===== config.mk =====
export PLATFORM = sky130hd
export DESIGN_NAME = op_lut_table_arbiter_flat
export DESIGN_NICKNAME = d
export VERILOG_FILES = /design/src/rtl/op_lut_arb_defs.sv /design/src/rtl/op_lut_table_arbiter_if.sv /design/src/rtl/op_lut_arb_stats.sv /design/src/rtl/op_lut_table_arbiter.sv /design/src/flat_wrapper.sv
export SDC_FILE = /design/constraint.sdc
export NUM_CORES = 1
export LEC_CHECK = 0
export CAP_MARGIN = 20
export CORE_AREA = 4 4 211 213
export CTS_CLUSTER_DIAMETER = 200
export CTS_CLUSTER_SIZE = 8
export DETAILED_ROUTE_END_ITERATION = 8
export DIE_AREA = 0 0 215 217
export HOLD_SLACK_MARGIN = 0.12
export PLACE_DENSITY = 0.7
export SYNTH_ARGS = -nofsm -noshare
export SYNTH_HDL_FRONTEND = slang
export SYNTH_HIERARCHICAL = 1
export SYNTH_SLANG_ARGS = --single-unit

===== constraint.sdc =====
create_clock -name clk -period 1.65 [get_ports clk]
set_input_delay 0.4125 -clock clk [delete_from_list [all_inputs] [get_ports clk]]
set_output_delay 0.4125 -clock clk [all_outputs]
set_load 0.05 [all_outputs]

===== src/rtl/op_lut_arb_defs.sv =====
// Shared definitions for the op_lut table arbiter.
// FSM encodings, requester IDs and stats counter width.
package op_lut_arb_defs;

    typedef enum logic [2:0] {
        ST_IDLE    = 3'b001,
        ST_ISSUE   = 3'b010,
        ST_CAPTURE = 3'b100
    } state_t;

    localparam logic REQ_DP  = 1'b0;
    localparam logic REQ_CPU = 1'b1;

    localparam int STAT_W = 32;

endpackage


===== src/rtl/op_lut_table_arbiter_if.sv =====
// Requester and table RAM bus of the op_lut table arbiter.
// slave = arbiter side, master = datapath/CPU/RAM side.
interface op_lut_table_arbiter_if #(
    parameter int ADDR_WIDTH = 5,
    parameter int DATA_WIDTH = 104
);
    logic                  dp_req;
    logic [ADDR_WIDTH-1:0] dp_addr;
    logic                  dp_gnt;
    logic [DATA_WIDTH-1:0] dp_rdata;
    logic                  dp_rdata_vld;

    logic                  cpu_req;
    logic                  cpu_rnw;
    logic [ADDR_WIDTH-1:0] cpu_addr;
    logic [DATA_WIDTH-1:0] cpu_wdata;
    logic                  cpu_ack;
    logic [DATA_WIDTH-1:0] cpu_rdata;

    logic                  tbl_en;
    logic                  tbl_we;
    logic [ADDR_WIDTH-1:0] tbl_addr;
    logic [DATA_WIDTH-1:0] tbl_wdata;
    logic [DATA_WIDTH-1:0] tbl_rdata;

    modport slave (
        input  dp_req, dp_addr,
        input  cpu_req, cpu_rnw, cpu_addr, cpu_wdata,
        input  tbl_rdata,
        output dp_gnt, dp_rdata, dp_rdata_vld,
        output cpu_ack, cpu_rdata,
        output tbl_en, tbl_we, tbl_addr, tbl_wdata
    );

    modport master (
        output dp_req, dp_addr,
        output cpu_req, cpu_rnw, cpu_addr, cpu_wdata,
        output tbl_rdata,
        input  dp_gnt, dp_rdata, dp_rdata_vld,
        input  cpu_ack, cpu_rdata,
        input  tbl_en, tbl_we, tbl_addr, tbl_wdata
    );

endinterface


===== src/rtl/op_lut_arb_stats.sv =====
// Grant and CPU wait statistics for the op_lut table arbiter.
// Only instantiated when OP_LUT_ARB_STATS_EN is defined.
module op_lut_arb_stats
    import op_lut_arb_defs::*;
(
    input  logic              clk,
    input  logic              resetn,
    input  logic              i_dp_gnt,
    input  logic              i_cpu_gnt,
    input  logic              i_cpu_wait,
    output logic [STAT_W-1:0] o_dp_grants,
    output logic [STAT_W-1:0] o_cpu_grants,
    output logic [STAT_W-1:0] o_cpu_wait_cycles
);

    logic [STAT_W-1:0] r_dp_grants;
    logic [STAT_W-1:0] r_cpu_grants;
    logic [STAT_W-1:0] r_cpu_wait;

    // Free-running wrapping counters bumped by one-cycle strobes.
    always_ff @(posedge clk or negedge resetn) begin
        if (!resetn) begin
            r_dp_grants  <= '0;
            r_cpu_grants <= '0;
            r_cpu_wait   <= '0;
        end else begin
            if (i_dp_gnt)   r_dp_grants  <= r_dp_grants + STAT_W'(1);
            if (i_cpu_gnt)  r_cpu_grants <= r_cpu_grants + STAT_W'(1);
            if (i_cpu_wait) r_cpu_wait   <= r_cpu_wait + STAT_W'(1);
        end
    end

    assign o_dp_grants       = r_dp_grants;
    assign o_cpu_grants      = r_cpu_grants;
    assign o_cpu_wait_cycles = r_cpu_wait;

endmodule


===== src/rtl/op_lut_table_arbiter.sv =====
// Single-port LUT RAM arbiter: datapath priority, bounded CPU starvation.
// Optional stats outputs enabled by OP_LUT_ARB_STATS_EN.
module op_lut_table_arbiter
    import op_lut_arb_defs::*;
#(
    parameter int ADDR_WIDTH    = 5,
    parameter int DATA_WIDTH    = 104,
    parameter int MAX_DP_STREAK = 4
) (
    input  logic                  clk,
    input  logic                  resetn,
    op_lut_table_arbiter_if.slave bus
`ifdef OP_LUT_ARB_STATS_EN
    ,
    output logic [STAT_W-1:0]     stat_dp_grants,
    output logic [STAT_W-1:0]     stat_cpu_grants,
    output logic [STAT_W-1:0]     stat_cpu_wait_cycles
`endif
);

    localparam int SW = $clog2(MAX_DP_STREAK + 1);
    localparam logic [SW-1:0] STREAK_MAX = SW'(MAX_DP_STREAK);

    state_t                r_state;
    logic                  r_owner;
    logic                  r_rnw;
    logic [SW-1:0]         r_streak;
    logic                  r_dp_gnt;
    logic                  r_dp_vld;
    logic                  r_cpu_ack;
    logic [DATA_WIDTH-1:0] r_dp_rdata;
    logic [DATA_WIDTH-1:0] r_cpu_rdata;
    logic                  r_tbl_en;
    logic                  r_tbl_we;
    logic [ADDR_WIDTH-1:0] r_tbl_addr;
    logic [DATA_WIDTH-1:0] r_tbl_wdata;

    logic w_idle;
    logic w_cpu_win;
    logic w_dp_win;

    assign w_idle    = (r_state == ST_IDLE);
    assign w_cpu_win = w_idle && bus.cpu_req &&
                       (!bus.dp_req || (r_streak == STREAK_MAX));
    assign w_dp_win  = w_idle && bus.dp_req && !w_cpu_win;

    // Arbitrate in IDLE, drive the RAM in ISSUE, register data in CAPTURE.
    always_ff @(posedge clk or negedge resetn) begin
        if (!resetn) begin
            r_state     <= ST_IDLE;
            r_owner     <= REQ_DP;
            r_rnw       <= 1'b1;
            r_dp_gnt    <= 1'b0;
            r_dp_vld    <= 1'b0;
            r_cpu_ack   <= 1'b0;
            r_dp_rdata  <= '0;
            r_cpu_rdata <= '0;
            r_tbl_en    <= 1'b0;
            r_tbl_we    <= 1'b0;
            r_tbl_addr  <= '0;
            r_tbl_wdata <= '0;
        end else begin
            r_dp_gnt  <= 1'b0;
            r_dp_vld  <= 1'b0;
            r_cpu_ack <= 1'b0;
            r_tbl_en  <= 1'b0;
            r_tbl_we  <= 1'b0;
            unique case (r_state)
                ST_IDLE: begin
                    if (w_cpu_win) begin
                        r_owner     <= REQ_CPU;
                        r_rnw       <= bus.cpu_rnw;
                        r_tbl_addr  <= bus.cpu_addr;
                        r_tbl_wdata <= bus.cpu_wdata;
                        r_tbl_en    <= 1'b1;
                        r_tbl_we    <= !bus.cpu_rnw;
                        r_state     <= ST_ISSUE;
                    end else if (w_dp_win) begin
                        r_owner    <= REQ_DP;
                        r_rnw      <= 1'b1;
                        r_tbl_addr <= bus.dp_addr;
                        r_tbl_en   <= 1'b1;
                        r_dp_gnt   <= 1'b1;
                        r_state    <= ST_ISSUE;
                    end
                end
                ST_ISSUE: begin
                    r_state <= ST_CAPTURE;
                end
                ST_CAPTURE: begin
                    if (r_owner == REQ_DP) begin
                        r_dp_rdata <= bus.tbl_rdata;
                        r_dp_vld   <= 1'b1;
                    end else begin
                        if (r_rnw) r_cpu_rdata <= bus.tbl_rdata;
                        r_cpu_ack <= 1'b1;
                    end
                    r_state <= ST_IDLE;
                end
                default: r_state <= ST_IDLE;
            endcase
        end
    end

    // Consecutive dp grants while the CPU waits; saturates at the limit.
    always_ff @(posedge clk or negedge resetn) begin
        if (!resetn) begin
            r_streak <= '0;
        end else if (!bus.cpu_req || w_cpu_win) begin
            r_streak <= '0;
        end else if (w_dp_win && (r_streak != STREAK_MAX)) begin
            r_streak <= r_streak + SW'(1);
        end
    end

    assign bus.dp_gnt       = r_dp_gnt;
    assign bus.dp_rdata     = r_dp_rdata;
    assign bus.dp_rdata_vld = r_dp_vld;
    assign bus.cpu_ack      = r_cpu_ack;
    assign bus.cpu_rdata    = r_cpu_rdata;
    assign bus.tbl_en       = r_tbl_en;
    assign bus.tbl_we       = r_tbl_we;
    assign bus.tbl_addr     = r_tbl_addr;
    assign bus.tbl_wdata    = r_tbl_wdata;

`ifdef OP_LUT_ARB_STATS_EN
    logic w_cpu_busy;
    logic w_cpu_wait;

    assign w_cpu_busy = (r_owner == REQ_CPU) && !w_idle;
    assign w_cpu_wait = bus.cpu_req && !w_cpu_busy;

    op_lut_arb_stats u_stats (
        .clk               (clk),
        .resetn            (resetn),
        .i_dp_gnt          (w_dp_win),
        .i_cpu_gnt         (w_cpu_win),
        .i_cpu_wait        (w_cpu_wait),
        .o_dp_grants       (stat_dp_grants),
        .o_cpu_grants      (stat_cpu_grants),
        .o_cpu_wait_cycles (stat_cpu_wait_cycles)
    );
`endif

endmodule


===== src/flat_wrapper.sv =====
// flat-port wrapper written by rule: the top's interface ports become plain ports
module op_lut_table_arbiter_flat import op_lut_arb_defs::*;
#(
    parameter int ADDR_WIDTH    = 5,
    parameter int DATA_WIDTH    = 104,
    parameter int MAX_DP_STREAK = 4
)
  (clk, resetn, bus_dp_req, bus_dp_addr, bus_cpu_req, bus_cpu_rnw, bus_cpu_addr, bus_cpu_wdata, bus_tbl_rdata, bus_dp_gnt, bus_dp_rdata, bus_dp_rdata_vld, bus_cpu_ack, bus_cpu_rdata, bus_tbl_en, bus_tbl_we, bus_tbl_addr, bus_tbl_wdata);
  op_lut_table_arbiter_if #(.ADDR_WIDTH(ADDR_WIDTH), .DATA_WIDTH(DATA_WIDTH)) bus_i ();
  input  logic clk;
  input  logic resetn;
  input wire logic [$bits(bus_i.dp_req)-1:0] bus_dp_req;
  input wire logic [$bits(bus_i.dp_addr)-1:0] bus_dp_addr;
  input wire logic [$bits(bus_i.cpu_req)-1:0] bus_cpu_req;
  input wire logic [$bits(bus_i.cpu_rnw)-1:0] bus_cpu_rnw;
  input wire logic [$bits(bus_i.cpu_addr)-1:0] bus_cpu_addr;
  input wire logic [$bits(bus_i.cpu_wdata)-1:0] bus_cpu_wdata;
  input wire logic [$bits(bus_i.tbl_rdata)-1:0] bus_tbl_rdata;
  output wire logic [$bits(bus_i.dp_gnt)-1:0] bus_dp_gnt;
  output wire logic [$bits(bus_i.dp_rdata)-1:0] bus_dp_rdata;
  output wire logic [$bits(bus_i.dp_rdata_vld)-1:0] bus_dp_rdata_vld;
  output wire logic [$bits(bus_i.cpu_ack)-1:0] bus_cpu_ack;
  output wire logic [$bits(bus_i.cpu_rdata)-1:0] bus_cpu_rdata;
  output wire logic [$bits(bus_i.tbl_en)-1:0] bus_tbl_en;
  output wire logic [$bits(bus_i.tbl_we)-1:0] bus_tbl_we;
  output wire logic [$bits(bus_i.tbl_addr)-1:0] bus_tbl_addr;
  output wire logic [$bits(bus_i.tbl_wdata)-1:0] bus_tbl_wdata;
  assign bus_i.dp_req = bus_dp_req;
  assign bus_i.dp_addr = bus_dp_addr;
  assign bus_i.cpu_req = bus_cpu_req;
  assign bus_i.cpu_rnw = bus_cpu_rnw;
  assign bus_i.cpu_addr = bus_cpu_addr;
  assign bus_i.cpu_wdata = bus_cpu_wdata;
  assign bus_i.tbl_rdata = bus_tbl_rdata;
  assign bus_dp_gnt = bus_i.dp_gnt;
  assign bus_dp_rdata = bus_i.dp_rdata;
  assign bus_dp_rdata_vld = bus_i.dp_rdata_vld;
  assign bus_cpu_ack = bus_i.cpu_ack;
  assign bus_cpu_rdata = bus_i.cpu_rdata;
  assign bus_tbl_en = bus_i.tbl_en;
  assign bus_tbl_we = bus_i.tbl_we;
  assign bus_tbl_addr = bus_i.tbl_addr;
  assign bus_tbl_wdata = bus_i.tbl_wdata;
  op_lut_table_arbiter #(.ADDR_WIDTH(ADDR_WIDTH), .DATA_WIDTH(DATA_WIDTH), .MAX_DP_STREAK(MAX_DP_STREAK)) u_core (.clk(clk), .resetn(resetn), .bus(bus_i));
endmodule

==> flow_summary.rst <==
.. list-table::
   :header-rows: 1

   * - Metric
     - Value
   * - Highest routing layer actually used
     - met4
   * - Register bit total from synthesis
     - 330
   * - Wirelength per Cell
     - 21.79 um
   * - Global route total overflow
     - 0
   * - Register-to-register setup slack
     - -0.10 ns
   * - Total DRC errors in the routed layout
     - 0
   * - Global placer's final weighted congestion
     - 0.7828
   * - Core Area
     - 42700 um2
   * - Sequential fraction of the synthesis area
     - 65.41%
   * - Clock latency on the worst-skew pair
     - 0.55 ns
   * - TritonCTS clock tree
     - done
   * - Netlist Area Pre-Place
     - 12630 um2
   * - Met1 Routed Length
     - 14810 um
   * - Critical path data required time
     - 2.07 ns
   * - Count of cells along the worst register-to-register path
     - 5
   * - Die height
     - 217 um
   * - Via count
     - 8646
   * - Length of routed met3 wiring
     - 4628 um
   * - Syn_nets
     - 948
   * - Post-route fraction of the period consumed by the critical path
     - 106.1%
   * - Ports placed on the boundary
     - 545
   * - Total number of placement rows
     - 76
   * - Setup crit end kind
     - flip-flop
   * - Share of cell area taken by muxes after synthesis
     - 29.96%
   * - Violations in the final reports
     - setup timing
   * - Die area
     - 46660 um2
   * - Area of combinational cells with multiple inputs
     - 4342 um2
   * - Fraction of the mapped netlist area in simple logic gates
     - 1.199%
   * - Total power draw
     - 64.00 mW
   * - Final design area excluding fillers
     - 24160 um2
   * - Cell leakage power
     - 10.94 nW
   * - Transition at the pin with the smallest max-transition slack
     - 0.3778 ns
   * - Minimum clock period after layout
     - 1.751 ns
   * - Crit Path Max Fanout
     - 24
   * - Vias in the first global route
     - 9802
   * - Kind of cell with the highest combined delay on the critical path
     - buffers and inverters
   * - Result of the run
     - finished, violations left
   * - Kind of start point of the critical path
     - flip-flop
   * - Fin. max-slew vios
     - 0
   * - XOR/XNOR share of the synthesized area
     - 0%
   * - CTS Buf Count
     - 47
   * - Setup repair after global routing missed its margin
     - yes
   * - Wire length of the first global-routing pass
     - 61580 um
   * - Sinks on the clock net
     - 330
   * - Avg Vias per Cell
     - 4.494
   * - Number of failing setup endpoints in the final timing report
     - 277
   * - Post-placement worst setup slack
     - -0.4369 ns
   * - Max-Slew Margin vs Limit
     - 74.82%
   * - Fraction of the mapped netlist area in compound gates
     - 1.179%
   * - Achievable Freq
     - 0.5710 GHz
   * - Post-synthesis average cell area
     - 17.47 um2
   * - Critical Path, Cell by Cell
     - buf_4 -> nor4b_4 -> buf_6 -> buf_12 -> mux2_2
   * - Reg2reg end
     - u_core/bus.dp_rdata[63]$_DFFE_PN0P_
   * - IR drop worst, VDD
     - 1964 uV
   * - Largest family of logic cells by synthesized area
     - multiplexers
   * - Class of the tightest hold or removal check
     - in -> async
   * - Overall die width
     - 215 um
   * - Number of nets with antenna violations after routing
     - 0
   * - Pin count of the biggest net entering global routing
     - 70
   * - Buffers and inverters on the worst path
     - 3
   * - Sum of net half-perimeters after detailed placement
     - 31980 um
   * - Detailed Routing Iterations Pass 1
     - 4
   * - Maxcap violations
     - 0
   * - Final-report hold violation count
     - 0
   * - Root Buffer
     - sky130_fd_sc_hd__clkbuf_16
   * - Number of nets in the layout
     - 1592
   * - Critical Setup Path Class
     - reg -> reg
   * - Cell area after placement
     - 22360 um2
   * - Overall track demand over capacity in global routing
     - 17.10%
   * - Antenna violations before repair
     - 1
   * - Number of warnings issued by yosys
     - 6
   * - Syn Inst Count
     - 723
   * - Count of fill cells added during filler insertion
     - 3171
   * - Cell with the biggest individual delay on the critical path
     - sky130_fd_sc_hd__dfstp_2
   * - Met2 wire length
     - 21360 um
   * - Final setup margin
     - -0.1012 ns
   * - Highest cell delay on the worst timing path
     - 0.38 ns
   * - Port Buf Inserts
     - 544
   * - Drt initial violations
     - 265
   * - Fraction of final layout cells sized beyond drive strength 1
     - 57.52%
   * - Number of distinct library cells after synthesis
     - 27
   * - Power density over the cells
     - 2649 nW/um2
   * - Total Wirelength
     - 41930 um
   * - Setup skew after layout
     - 0.01511 ns
   * - Level count of the clock H-tree
     - 2
   * - Register area
     - 8264 um2
   * - Clk slew on worst S/H paths
     - 0.05 ns
   * - Clock Path Buffers
     - 3
   * - Arrival time of the worst setup path
     - 2.17 ns
   * - Reg-to-reg critical path startpoint
     - u_core/r_state[0]$_DFFE_PN1P_
   * - Initial core utilization
     - 29.58%
   * - Relative area change from synthesis to final layout
     - 91.28%
   * - Synthesized-area fraction occupied by adder cells
     - 0.1981%
final cells by class:
cell class	count	share of cell area [%]
timing repair buffer	630	39.65
sequential	330	34.21
multi-input combinational	353	17.97
clock buffer	58	5.215
tap	546	2.828
inverter	5	0.07769
clock inverter	1	0.03625
antenna	1	0.01036
metal layers:
layer | GRT usage (%) | vias up
li1 | - | 3863
met2 | 29.97 | 401
met4 | 4.681 | 0
met1 | 18.25 | 4308
met5 | 0 | -
met3 | 8.755 | 74
state kept, by name (all words and copies together) (netlist names):
register and flops:
u_core/bus.cpu_rdata 104, u_core/bus.dp_rdata 104, u_core/bus.tbl_wdata 104, u_core/bus.tbl_addr 5
u_core/r_state 3, u_core/r_streak 3, u_core/bus.cpu_ack 1, u_core/bus.dp_gnt 1
u_core/bus.dp_rdata_vld 1, u_core/bus.tbl_en 1, u_core/bus.tbl_we 1, u_core/r_owner 1
u_core/r_rnw 1
logic make-up (layout without fill, tap and decap cells):
| logic type | Yosys count | in the layout |
|---|---|---|
| flops | 330 | 330 |
| other cells | 0 | 1 |
| buf+inv | 40 | 694 |
| fa+ha+maj | 2 | 2 |
| compound gates | 17 | 17 |
| simple gates | 22 | 22 |
| mux | 312 | 312 |
placed cells by master (no fill, tap or decap), types with 2 or more instances in the layout:
cell                              count
sky130_fd_sc_hd__nand3_1              2
sky130_fd_sc_hd__nand2_1              2
sky130_fd_sc_hd__clkbuf_16           55
sky130_fd_sc_hd__buf_6                8
sky130_fd_sc_hd__buf_4               61
sky130_fd_sc_hd__dfstp_2              2
sky130_fd_sc_hd__o21bai_1             5
sky130_fd_sc_hd__inv_1                4
sky130_fd_sc_hd__a21bo_2              2
sky130_fd_sc_hd__mux2_2             187
sky130_fd_sc_hd__nor3b_1              2
sky130_fd_sc_hd__mux2_4             125
sky130_fd_sc_hd__dfrtp_1            325
sky130_fd_sc_hd__nor3_1               2
sky130_fd_sc_hd__clkdlybuf4s50_1    221
sky130_fd_sc_hd__dfrtp_2              3
sky130_fd_sc_hd__o21a_1               2
sky130_fd_sc_hd__clkbuf_1             9
sky130_fd_sc_hd__buf_8                3
sky130_fd_sc_hd__o221a_2              5
sky130_fd_sc_hd__nor2_1               6
sky130_fd_sc_hd__buf_12             329
worst register-to-register path, stage by stage (launching register included):
cell,delay (ns)
sky130_fd_sc_hd__dfstp_2,0.38
sky130_fd_sc_hd__buf_4,0.13
sky130_fd_sc_hd__nor4b_4,0.31
sky130_fd_sc_hd__buf_6,0.21
sky130_fd_sc_hd__buf_12,0.20
sky130_fd_sc_hd__mux2_2,0.38
stage by stage:
step           cells  utilization, %  setup TNS (ns)  hold slack [ns]
5_1_grt         1923           56.58          -32.10           0.2996
2_1_floorplan    723               -          -2.128           0.1169
3_3_place_gp    1849           52.36          -55.37           0.2858
6_report        1924           56.58          -15.09           0.3060
3_5_place_dp    1849           52.36          -57.69           0.2874
4_1_cts         1910           55.55          -21.46           0.2657
worst max path at each step:
| stage | startpoint | to | slack, ns | depth (start not counted) |
|---|---|---|---|---|
| floorplan | u_core/r_state[0]$_DFFE_PN1P_ | u_core/bus.tbl_wdata[100]$_DFFE_PN0P_ | -0.03 | 5 |
| global placement | bus_dp_req | u_core/bus.tbl_wdata[11]$_DFFE_PN0P_ | -0.42 | 6 |
| detailed placement | bus_dp_req | u_core/bus.tbl_wdata[95]$_DFFE_PN0P_ | -0.44 | 6 |
| CTS | u_core/r_state[0]$_DFFE_PN1P_ | u_core/bus.tbl_wdata[95]$_DFFE_PN0P_ | -0.12 | 5 |
| global route | u_core/r_state[0]$_DFFE_PN1P_ | u_core/bus.tbl_wdata[79]$_DFFE_PN0P_ | -0.15 | 5 |
| finish | u_core/r_state[0]$_DFFE_PN1P_ | u_core/bus.dp_rdata[63]$_DFFE_PN0P_ | -0.10 | 5 |
power by group:
group	switching, mW	leakage [nW]	internal [mW]	total [mW]
sequential	4.47	3.96	12.2	16.7
combinational	19.0	6.36	19.7	38.8
clock	3.31	0.619	5.24	8.54
total	26.8	10.9	37.2	64.0
repair_timing:
item | 4_1_cts | 5_1_grt
setup endpoints to repair | 316 | 318
pin swaps | 1 | 0
hold buffers | 1 | 0
endpoints found under the hold margin | 207 | 0
buffers inserted | 1 | 5
gates resized for setup | 20 | 55
gates cloned | 0 | 8
Yosys cell counts:
cell                       count  area (um2)
sky130_fd_sc_hd__dfrtp_1     328        8208
sky130_fd_sc_hd__mux2_2      240        2703
sky130_fd_sc_hd__mux2_4       72        1081
sky130_fd_sc_hd__buf_2        19       95.09
sky130_fd_sc_hd__buf_6         8       90.09
sky130_fd_sc_hd__buf_4         7       52.55
sky130_fd_sc_hd__nor2_1        7       26.28
sky130_fd_sc_hd__inv_1         5       18.77
sky130_fd_sc_hd__o21bai_1      5       37.54
sky130_fd_sc_hd__o221a_2       5       56.30
sky130_fd_sc_hd__nand2_1       3       11.26
sky130_fd_sc_hd__nand3_1       3       15.01
sky130_fd_sc_hd__a21bo_2       2       20.02
sky130_fd_sc_hd__dfstp_2       2       52.55
sky130_fd_sc_hd__ha_1          2       25.02
sky130_fd_sc_hd__nor3_1        2       10.01
sky130_fd_sc_hd__nor3b_1       2       15.01
sky130_fd_sc_hd__o21a_1        2       15.01
sky130_fd_sc_hd__a31oi_1       1       6.260
sky130_fd_sc_hd__and4bb_2      1       12.51
sky130_fd_sc_hd__clkbuf_1      1       3.750
sky130_fd_sc_hd__nand3_2       1       10.01
sky130_fd_sc_hd__nor3b_4       1       18.77
sky130_fd_sc_hd__nor4b_4       1       23.77
sky130_fd_sc_hd__o21ai_0       1       5.000
sky130_fd_sc_hd__o22a_1        1       8.760
sky130_fd_sc_hd__or3b_2        1       8.760
Power figures use the tool's default switching activity.
